## src/rtl/pid_pkg.sv

```systemverilog
// Shared constants and helpers for the PID output stage.
package pid_pkg;

    // Default contribution and control-word widths.
    localparam int DEF_IN_W  = 8;
    localparam int DEF_OUT_W = 8;

    // Three sign-extended addends need two extra bits to be overflow-free.
    localparam int SUM_W = DEF_IN_W + 2;

    // Saturation limits of u at the default width.
    localparam int U_MAX = (1 << (DEF_OUT_W - 1)) - 1;
    localparam int U_MIN = -(1 << (DEF_OUT_W - 1));

    // Signed value of width w to offset binary (adds half scale, i.e. flips the MSB).
    function automatic int to_offset_binary(input int v, input int w);
        return v + (1 << (w - 1));
    endfunction

endpackage

```

## src/rtl/pwm_gen.sv

```systemverilog
// PWM generator: free-running counter, double-buffered duty that only changes
// when the counter wraps, period_start strobe and registered PWM output.
module pwm_gen #(
    parameter int OUT_W = 8
) (
    input  logic             clk,
    input  logic             rst,
    input  logic             ena,
    input  logic             load,
    input  logic [OUT_W-1:0] load_value,
    output logic [OUT_W-1:0] duty,
    output logic             period_start,
    output logic             pwm_out
);

    localparam logic [OUT_W-1:0] CNT_MAX  = '1;
    localparam logic [OUT_W-1:0] MID_DUTY = {1'b1, {(OUT_W-1){1'b0}}};

    logic [OUT_W-1:0] cnt_reg;
    logic [OUT_W-1:0] duty_reg;
    logic [OUT_W-1:0] duty_pending_reg;
    logic             period_start_reg;
    logic             pwm_out_reg;
    logic             wrap;

    // The edge that takes the counter from max back to 0 is the period boundary.
    assign wrap = (cnt_reg == CNT_MAX);

    // Counter and duty double buffer; a load on the wrap edge lands in the
    // pending slot only, so the new period still takes the previous value.
    always_ff @(posedge clk) begin
        if (rst) begin
            cnt_reg          <= '0;
            duty_reg         <= '0;
            duty_pending_reg <= MID_DUTY;
        end else if (ena) begin
            cnt_reg <= cnt_reg + OUT_W'(1);
            if (wrap) begin
                duty_reg <= duty_pending_reg;
            end
            if (load) begin
                duty_pending_reg <= load_value;
            end
        end
    end

    // Registered outputs; both forced low while disabled.
    always_ff @(posedge clk) begin
        if (rst) begin
            period_start_reg <= 1'b0;
            pwm_out_reg      <= 1'b0;
        end else if (ena) begin
            period_start_reg <= wrap;
            pwm_out_reg      <= (cnt_reg < duty_reg);
        end else begin
            period_start_reg <= 1'b0;
            pwm_out_reg      <= 1'b0;
        end
    end

    assign duty         = duty_reg;
    assign period_start = period_start_reg;
    assign pwm_out      = pwm_out_reg;

endmodule

```

## src/rtl/pid_output_stage.sv

```systemverilog
// PID output stage: sums P/I/D contributions, saturates to a signed control
// word u (two-cycle pipeline) and drives a PWM actuator from u.
// OUT_W must not exceed IN_W + 2.
module pid_output_stage
    import pid_pkg::*;
#(
    parameter int IN_W  = DEF_IN_W,
    parameter int OUT_W = DEF_OUT_W
) (
    input  logic                    clk,
    input  logic                    rst,
    input  logic                    ena,
    input  logic signed [IN_W-1:0]  p_contrib,
    input  logic signed [IN_W-1:0]  i_contrib,
    input  logic signed [IN_W-1:0]  d_contrib,
    input  logic                    sample_valid,
    output logic signed [OUT_W-1:0] u,
    output logic                    u_valid,
    output logic                    sat,
    output logic [OUT_W-1:0]        duty,
    output logic                    period_start,
    output logic                    pwm_out
);

    localparam int S_W = IN_W + 2;
    localparam logic signed [S_W-1:0] SUM_HI = S_W'((1 << (OUT_W - 1)) - 1);
    localparam logic signed [S_W-1:0] SUM_LO = S_W'(-(1 << (OUT_W - 1)));

    logic signed [S_W-1:0]   sum_next;
    logic signed [S_W-1:0]   sum_reg;
    logic                    s1_vld_reg;
    logic signed [OUT_W-1:0] u_next;
    logic                    clamped;
    logic signed [OUT_W-1:0] u_reg;
    logic                    u_valid_reg;
    logic                    sat_reg;
    logic [OUT_W-1:0]        pend_value;

    assign sum_next = {{2{p_contrib[IN_W-1]}}, p_contrib}
                    + {{2{i_contrib[IN_W-1]}}, i_contrib}
                    + {{2{d_contrib[IN_W-1]}}, d_contrib};

    // Stage 1: register the wide sum; everything holds while disabled.
    always_ff @(posedge clk) begin
        if (rst) begin
            sum_reg    <= '0;
            s1_vld_reg <= 1'b0;
        end else if (ena) begin
            s1_vld_reg <= sample_valid;
            if (sample_valid) begin
                sum_reg <= sum_next;
            end
        end
    end

    // Saturate the registered sum into the OUT_W signed range.
    always_comb begin
        u_next  = sum_reg[OUT_W-1:0];
        clamped = 1'b0;
        if (sum_reg > SUM_HI) begin
            u_next  = SUM_HI[OUT_W-1:0];
            clamped = 1'b1;
        end else if (sum_reg < SUM_LO) begin
            u_next  = SUM_LO[OUT_W-1:0];
            clamped = 1'b1;
        end
    end

    // Stage 2: register u and the sticky sat flag; u_valid is a one-cycle strobe.
    always_ff @(posedge clk) begin
        if (rst) begin
            u_reg       <= '0;
            u_valid_reg <= 1'b0;
            sat_reg     <= 1'b0;
        end else if (ena) begin
            u_valid_reg <= s1_vld_reg;
            if (s1_vld_reg) begin
                u_reg   <= u_next;
                sat_reg <= clamped;
            end
        end else begin
            u_valid_reg <= 1'b0;
        end
    end

    // The pending duty is loaded on the same edge that updates u.
    assign pend_value = OUT_W'(to_offset_binary(int'(u_next), OUT_W));

    pwm_gen #(
        .OUT_W(OUT_W)
    ) u_pwm_gen (
        .clk         (clk),
        .rst         (rst),
        .ena         (ena),
        .load        (s1_vld_reg),
        .load_value  (pend_value),
        .duty        (duty),
        .period_start(period_start),
        .pwm_out     (pwm_out)
    );

    assign u       = u_reg;
    assign u_valid = u_valid_reg;
    assign sat     = sat_reg;

endmodule

```

## config.mk

```make
export PLATFORM = sky130hd
export DESIGN_NAME = pid_output_stage
export DESIGN_NICKNAME = d
export VERILOG_FILES = /design/src/rtl/pid_pkg.sv /design/src/rtl/pwm_gen.sv /design/src/rtl/pid_output_stage.sv
export SDC_FILE = /design/constraint.sdc
export NUM_CORES = 1
export LEC_CHECK = 0
export CORE_MARGIN = 2
export CORE_UTILIZATION = 37
export CTS_CLUSTER_DIAMETER = 150
export CTS_CLUSTER_SIZE = 20
export DETAILED_ROUTE_END_ITERATION = 6
export PLACE_DENSITY = 0.58
export SLEW_MARGIN = 15
export SYNTH_ARGS = -nofsm -noshare
export SYNTH_HDL_FRONTEND = slang
export SYNTH_HIERARCHICAL = 1
export SYNTH_SLANG_ARGS = --single-unit
```

## constraint.sdc

```tcl
create_clock -name clk -period 5 [get_ports clk]
set_clock_uncertainty 0.15 [all_clocks]
set_input_delay 1 -clock clk [delete_from_list [all_inputs] [get_ports clk]]
set_output_delay 1 -clock clk [all_outputs]
set_load 0.02 [all_outputs]
```

---- Word level (Yosys, flattened, before mapping) ----
Index checks and enable logic that the tools add are counted.
word-level totals
  register bits ........................... 47
cells by class
  add/sub/neg operators ................... 4
  magnitude comparators ................... 3
  eq/ne operators ......................... 1
  muxes and demuxes ....................... 4
  bitwise gates (word level) .............. 1
  reduce and logical (&&, ||, !) cells .... 4
operators with widths
  kind                 count
  $mux 8               2
  $add 9x8->10         1
  $gt 10x8->1 const B  1
  $lt 10x8->1 const B  1
  $add 8x8->9          1
  $add 8x1->8 const B  1
  $add 8x8->8 const B  1
  $eq 8x8->1 const B   1
  $lt 8x8->1           1
  $reduce_and 2->1     3
  $mux 1               2
  $reduce_or 2->1      1
  $not 1->1            1

---- Logic depth before layout (Yosys ltp) ----
Gate-level depths: netlist (run 1).
  depth in word-level cells ............... 4
  depth in mapped cells ................... 9

---- By module ----
The synthesis (run 1) kept the hierarchy.
by module, submodules not included
  module            times used  cells an instance  area each (sq um)  sequential area each (sq um)
  pid_output_stage  1           154                1335.0             420.4
  pwm_gen           1           136                1206.2             520.5

---- Worst setup path after synthesis (run 1) ----
No wires, ideal clock.
  path type ............................... input -> register
  start ................................... input p_contrib[1]
  end ..................................... register sum_reg[7]
  setup time .............................. 0.122 ns
  arrival ................................. 3.172 ns
  path slack .............................. 1.556 ns
  cell stages on the path ................. 7
  path buffers ............................ 0
  cells stage by stage .................... fa_1 -> ha_1 -> fa_1 -> a211o_1 -> a211o_1 -> and3_1 -> a311o_1
between the ends
  longest elaborated chain between the ends .. 2
RTL lines
  what                  line                    source
  from (decl)           pid_output_stage.sv:13  input logic signed [IN_W-1:0] p_contrib,
  $add 8x8->9           pid_output_stage.sv:40  + {{2{i_contrib[IN_W-1]}}, i_contrib}
  $add 9x8->10          pid_output_stage.sv:41  + {{2{d_contrib[IN_W-1]}}, d_contrib};
  to (signal assigned)  pid_output_stage.sv:51  sum_reg <= sum_next;
  to (decl)             pid_output_stage.sv:30  logic signed [S_W-1:0] sum_reg;
No other way between the ends.
A chain may end at the register's enable or synchronous reset.

---- Worst setup path after layout (run 1) ----
Ends and elaborated chain as after synthesis.

==> impl_metrics.json, run 1 <==
{
  "worstHoldStart": "sum_reg[2]$_SDFFE_PP0P_",
  "grt_pass1_vias": 1961,
  "drive_gt1_frac": 0.04204,
  "grt_overflow": 0,
  "cp-end-kind": "flop",
  "die_w_um": 86.88,
  "dpl.hpwl_mm": 3.841,
  "synthFlopType": "dfxtp_1",
  "die-area_mm2": 0.007547,
  "clk_latency_ns": 0.29,
  "fin_crit_sh": 0.7381,
  "synth_area_per_cell_um2": 8.763,
  "synth_xor_area_frac": 0.01723,
  "powerDensity_mw_per_mm2": 255.9,
  "viasPerCell": 5.131,
  "rsz0062_at_grt": "no",
  "status": "completed",
  "synthCells": 290,
  "crit_end": "sum_reg[7]$_SDFFE_PP0P_",
  "sequentialPowerShare": 0.500,
  "critPathRequiredTime_ns": 5.03,
  "antenna_found_initial": 0,
  "grt_pass1_wl_mm": 8.707,
  "coreArea_mm2": 0.006719,
  "routedWlPerCell_um": 12.30,
  "cpPeakStageDelay_ns": 0.48,
  "synth_warnings": 6,
  "port_buffers": 47,
  "ys_types": 46,
  "synth_seq_cells": 47,
  "gp_congestion": 0.7243,
  "drv_cap": 0,
  "synth-compound-area-share": 0.1620,
  "largest_reg_flops": 10,
  "nNetsFinal": 387,
  "peakVddDrop_mv": 0.1163,
  "cts_tree": "yes",
  "rr_startpoint": "u_pwm_gen/cnt_reg[0]$_SDFFE_PP0P_",
  "p_sw_frac": 0.2874,
  "cp-start-kind": "input port",
  "worstSetupStartpoint": "p_contrib[1]",
  "clk_path_buf_depth": 2,
  "leakagePower_nw": 1.168,
  "clockRootBuffer": "clkbuf_8",
  "tightest_slew_ns": 0.7793,
  "switchingPower_uw": 231.7,
  "path_delay_family": "adder cells",
  "crit_slowest_cell": "fa_1",
  "maxSlewHeadroom": 0.4788,
  "fill_cells": 647,
  "reg2reg_to": "u_pwm_gen/duty[4]$_SDFFE_PP0P_",
  "combPwrFrac": 0.240,
  "finalMaxSlewViolations": 0,
  "synth_fa_ha_area_frac": 0.1497,
  "ff2ff_setup_slack_ns": 3.19,
  "setup_viol_count_final": 0,
  "arrival_ns": 3.72,
  "cp_max_fo": 3,
  "fmax_mhz": 271.0,
  "hold_violations": 0,
  "intPower_uw": 574.7,
  "hp-class": "reg -> reg",
  "hold_buffers": 0,
  "async_reset_ff_frac": 0,
  "fin_crit_ns": 3.691,
  "cts.sinks": 47,
  "syn_to_final_growth_pct": 24.03,
  "fin_area_mm2": 0.003152,
  "tns_ns": 0,
  "clkTransAtPathRegs_ns": 0.08,
  "first_iter_violations": 65,
  "cts_resized": 0,
  "synth_edf_count": 0,
  "cts_max_level": 2,
  "crit_type": "in -> reg",
  "cts_made_buffers": 5,
  "ys_seq_area_frac": 0.3703,
  "clkPwrFrac": 0.260,
  "syn-num-nets": 343,
  "critPathBufInv": 1,
  "r2r.worst_path.cells": 4,
  "hold_ws_ns": 0.3079,
  "firstDrtPassIters": 4,
  "cp.depth": 8,
  "synthMuxAreaShare": 0.03545,
  "syn-cell-area_mm2": 0.002541,
  "wirelength_mm": 5.081,
  "yosys.area_share.simple": 0.2201,
  "postCtsSetupRepairBufs": 0,
  "placed_area_mm2": 0.003079,
  "timing.critical_path.cells": "clkdlybuf4s50_1 -> fa_1 -> ha_1 -> fa_1 -> a211o_1 -> a211o_1 -> and3_1 -> a311o_1",
  "start_util": 0.3782,
  "route.detailed.drc": 0,
  "io_pins": 48,
  "grt_max_degree": 40,
  "antennaDiodeCount": 0,
  "dr_total_vias": 2119,
  "die_h_um": 86.88,
  "synth_top_family_by_area": "simple AND/OR/NAND/NOR gates",
  "grt.total_usage": 0.1403,
  "postLayoutCoreUtil": 0.4691,
  "antenna_left": 0,
  "std_cell_rows": 30
}
cell usage after synthesis (3+ instances only):
cell	number	area, µm²
nand3_1	15	75.07
a21oi_1	19	95.09
mux2i_1	9	90.09
nor3_1	5	25.02
inv_1	18	67.56
nand2b_1	17	106.4
fa_1	9	180.2
ha_1	16	200.2
a211o_1	4	35.03
a311oi_1	7	61.31
o21ai_0	9	45.04
nor2_1	18	67.56
or3_1	3	18.77
nand4_1	4	25.02
xor2_1	3	26.28
a211oi_1	6	45.04
nand2_1	39	146.4
clkbuf_1	9	33.78
dfxtp_1	47	940.9
power by group through the flow:
stage	Clock [mW]	Combinational (mW)	Sequential (mW)
3_3_place_gp	0	0.193	0.412
4_1_cts	0.218	0.196	0.403
6_report	0.210	0.194	0.403
5_1_grt	0.233	0.218	0.406
3_5_place_dp	0	0.195	0.412
2_1_floorplan	0	0.130	0.412
stage by stage:
stage          setup slack [ns]  power [mW]  std cells
2_1_floorplan             1.556      0.5419        290
3_3_place_gp              1.033      0.6048        407
3_5_place_dp             0.9966      0.6070        407
4_1_cts                   1.319      0.8177        413
5_1_grt                   1.210      0.8571        413
6_report                  1.309      0.8064        413
how the worst min path moves through the flow:
stage / slack, ns / depth (start not counted) / to
after floorplan: 0.28 / 2 / sum_reg[5]$_SDFFE_PP0P_
after global placement: 0.29 / 2 / sum_reg[4]$_SDFFE_PP0P_
after detailed placement: 0.30 / 2 / sum_reg[4]$_SDFFE_PP0P_
after CTS: 0.31 / 2 / sum_reg[2]$_SDFFE_PP0P_
after global routing: 0.32 / 2 / u_pwm_gen/duty_pending_reg[1]$_SDFFE_PP0P_
final: 0.31 / 2 / sum_reg[2]$_SDFFE_PP0P_
layer usage:
metal	part of all wire	global-route usage
met2	0.48	0.2387
met1	0.48	0.1818
met5	0	0
met4	0.0093	0.03409
met3	0.030	0.02938
worst min-delay path: cells and delay by family, from the launching register on:
family | cells | cell delay [ns]
simple gates | 1 | 0.05
compound gates | 1 | 0.05
flops | 1 | 0.31
placed cells by master (no fill, tap or decap), drive strengths merged, types with 3 or more instances in the layout:
cell / instances
inv: 18
a21oi: 19
ha: 16
nand2: 39
fa: 9
a211o: 5
nor3: 5
dfxtp: 47
a311oi: 7
xor2: 3
nand3: 15
nand2b: 17
or3: 3
o21ai: 10
nand4: 5
a211oi: 6
clkbuf: 6
clkdlybuf4s50: 47
nor2: 19
mux2i: 9
cell type report:
type | count | area, µm² | area share
timing repair buffer | 49 | 485.5 | 0.1540
tap | 80 | 100.1 | 0.03176
inverter | 18 | 67.56 | 0.02144
clock buffer | 6 | 72.57 | 0.02303
sequential | 47 | 940.9 | 0.2985
multi-input combinational | 213 | 1485 | 0.4712
cells by family after synthesis:
| group | Yosys count |
|---|---|
| adder cells (fa/ha/maj) | 25 |
| AO/OA/AOI/OAI | 60 |
| AND/OR/NAND/NOR | 114 |
| buffers and inverters | 30 |
| multiplexers | 9 |
| flip-flops | 47 |
| XOR/XNOR | 5 |
Power figures use the tool's default switching activity.
==> inputs of run 2 (changes only) <==
==> constraint.sdc (replaced) <==
create_clock -name clk -period 3.5 [get_ports clk]
set_clock_uncertainty 0.15 [all_clocks]
set_input_delay 0.7 -clock clk [delete_from_list [all_inputs] [get_ports clk]]
set_output_delay 0.7 -clock clk [all_outputs]
set_load 0.02 [all_outputs]
==> run 2 against run 1 <==
Effect of this change:
- first-iteration DRC count increased by 28%
- sequential share of layout area decreased by 0.50 points
- total power increased by 47%
- final cell count increased by 1.9%
- core utilization increased by 0.80 points
- global-route usage increased by 1.3 points
- flip-flop and latch count unchanged
- critical path type unchanged
- largest cell class unchanged
- largest power group unchanged
==> impl_metrics.json, run 2 (same netlist as run 1, synthesis figures left out) <==
{
  "clockRootBuffer": "clkbuf_8",
  "cts_made_buffers": 5,
  "dr_total_vias": 2124,
  "antenna_found_initial": 0,
  "combPwrFrac": 0.246,
  "clkTransAtPathRegs_ns": 0.08,
  "io_pins": 48,
  "firstDrtPassIters": 4,
  "gp_congestion": 0.7525,
  "grt_overflow": 0,
  "grt_max_degree": 29,
  "postLayoutCoreUtil": 0.4771,
  "grt_pass1_wl_mm": 9.384,
  "clk_path_buf_depth": 2,
  "rsz0062_at_grt": "no",
  "cp-end-kind": "flop",
  "drive_gt1_frac": 0.06158,
  "grt_pass1_vias": 2070,
  "syn_to_final_growth_pct": 26.14,
  "fill_cells": 687,
  "arrival_ns": 3.36,
  "port_buffers": 47,
  "clk_latency_ns": 0.30,
  "sequentialPowerShare": 0.485,
  "largest_reg_flops": 10,
  "finalMaxSlewViolations": 0,
  "clkPwrFrac": 0.269,
  "cp-start-kind": "input port",
  "first_iter_violations": 83,
  "leakagePower_nw": 1.202,
  "stdcell_count": 421,
  "coreArea_mm2": 0.006719,
  "antennaDiodeCount": 0,
  "dp_cells": 413,
  "antenna_left": 0,
  "tightest_slew_ns": 0.7079,
  "start_util": 0.3782,
  "wirelength_mm": 5.316,
  "grt.total_usage": 0.1531,
  "intPower_uw": 839.9,
  "die-area_mm2": 0.007547,
  "fin_crit_ns": 3.321,
  "postCtsSetupRepairBufs": 0,
  "hold_violations": 0,
  "hold_buffers": 0,
  "route.detailed.drc": 0,
  "final_cell_mix": "47 x clkdlybuf4s50_1, 47 x dfxtp_1, 39 x nand2_1, 19 x a21oi_1",
  "viasPerCell": 5.045,
  "hp-class": "reg -> reg",
  "peakVddDrop_mv": 0.1571,
  "std_cell_rows": 30,
  "setup_viol_count_final": 0,
  "cp_max_fo": 3,
  "switchingPower_uw": 347.6,
  "die_h_um": 86.88,
  "powerDensity_mw_per_mm2": 370.4,
  "die_w_um": 86.88,
  "maxSlewHeadroom": 0.5266,
  "critPathRequiredTime_ns": 3.54,
  "cts.sinks": 47,
  "routedWlPerCell_um": 12.63,
  "fin_crit_sh": 0.9488,
  "p_sw_frac": 0.2927,
  "cts_tree": "yes",
  "nNetsFinal": 393,
  "dpl.hpwl_mm": 3.992,
  "drv_cap": 0,
  "fmax_mhz": 301.1,
  "cts_resized": 0,
  "status": "completed",
  "cts_max_level": 2,
  "crit_type": "in -> reg"
}
## run 2: cell types whose count changed in the layout (fill, tap and decap cells not counted)
cell / before / now
clkinv_2: 0 / 1
buf_4: 2 / 8
clkbuf_1: 1 / 2
## run 2: critical path, cell delays in order
cell	delay [ns]
clkdlybuf4s50_1	0.44
fa_1	0.48
ha_1	0.23
fa_1	0.40
a211o_1	0.33
a211o_1	0.30
and3_1	0.17
a311o_1	0.30
## run 2: metal layers
layer	global-route usage	vias to the layer above	part of all wire
met1	0.2038	960	0.49
met5	0	-	0
met2	0.2512	44	0.46
met4	0.04830	0	0.017
li1	-	1112	-
met3	0.02844	8	0.033
## run 2: worst paths after layout
kind                                          start                        endpoint  slack, ns  cells after the start
setup reg to reg  u_pwm_gen/cnt_reg[0]$_SDFFE_PP0P_  u_pwm_gen/duty[7]$_SDFFE_PP0P_       1.69                      4
hold / removal                     sat$_SDFFE_PP0P_                sat$_SDFFE_PP0P_       0.30                      2
setup / recovery                       p_contrib[1]         sum_reg[7]$_SDFFE_PP0P_       0.18                      8
hold reg to reg                    sat$_SDFFE_PP0P_                sat$_SDFFE_PP0P_       0.30                      2
## run 2: stage by stage
step	TNS, ns	instance area [µm²]	power, mW	hold WS (ns)	worst slack (ns)
CTS	0	3206	1.199	0.3059	0.1754
finish	0	3206	1.187	0.3043	0.1792
global route	0	3206	1.267	0.3284	0.06855
detailed placement	-0.1364	3124	0.8816	0.2952	-0.1364
floorplan	0	2541	0.7742	0.2820	0.3557
global placement	-0.1170	3124	0.8788	0.2907	-0.1170
## run 2: layout make-up
cell class	instances	area [µm²]	area share
clock buffer	7	76.32	0.02381
clock inverter	1	5.005	0.001561
inverter	18	67.56	0.02108
multi-input combinational	213	1485	0.4633
sequential	47	940.9	0.2935
tap	80	100.1	0.03123
timing repair buffer	55	530.5	0.1655
## run 2: power groups by stage
stage               Clock (mW)  Sequential [mW]  Combinational (mW)
finish                   0.319            0.576               0.292
global route             0.353            0.580               0.333
CTS                      0.329            0.577               0.294
detailed placement           0            0.589               0.293
global placement             0            0.588               0.290
floorplan                    0            0.589               0.185
==> inputs of run 3 (changes only) <==
--- a/config.mk
+++ b/config.mk
@@ -5,9 +5,9 @@
 export SDC_FILE = /design/constraint.sdc
 export NUM_CORES = 1
 export LEC_CHECK = 0
+export ABC_CLOCK_PERIOD_IN_PS = 3500
 export CORE_MARGIN = 2
 export CORE_UTILIZATION = 37
-export CTS_CLUSTER_DIAMETER = 150
 export CTS_CLUSTER_SIZE = 20
 export DETAILED_ROUTE_END_ITERATION = 6
 export PLACE_DENSITY = 0.58
==> results of run 3 <==
No change in the layout: final DEF, timing and power equal those of run 2.
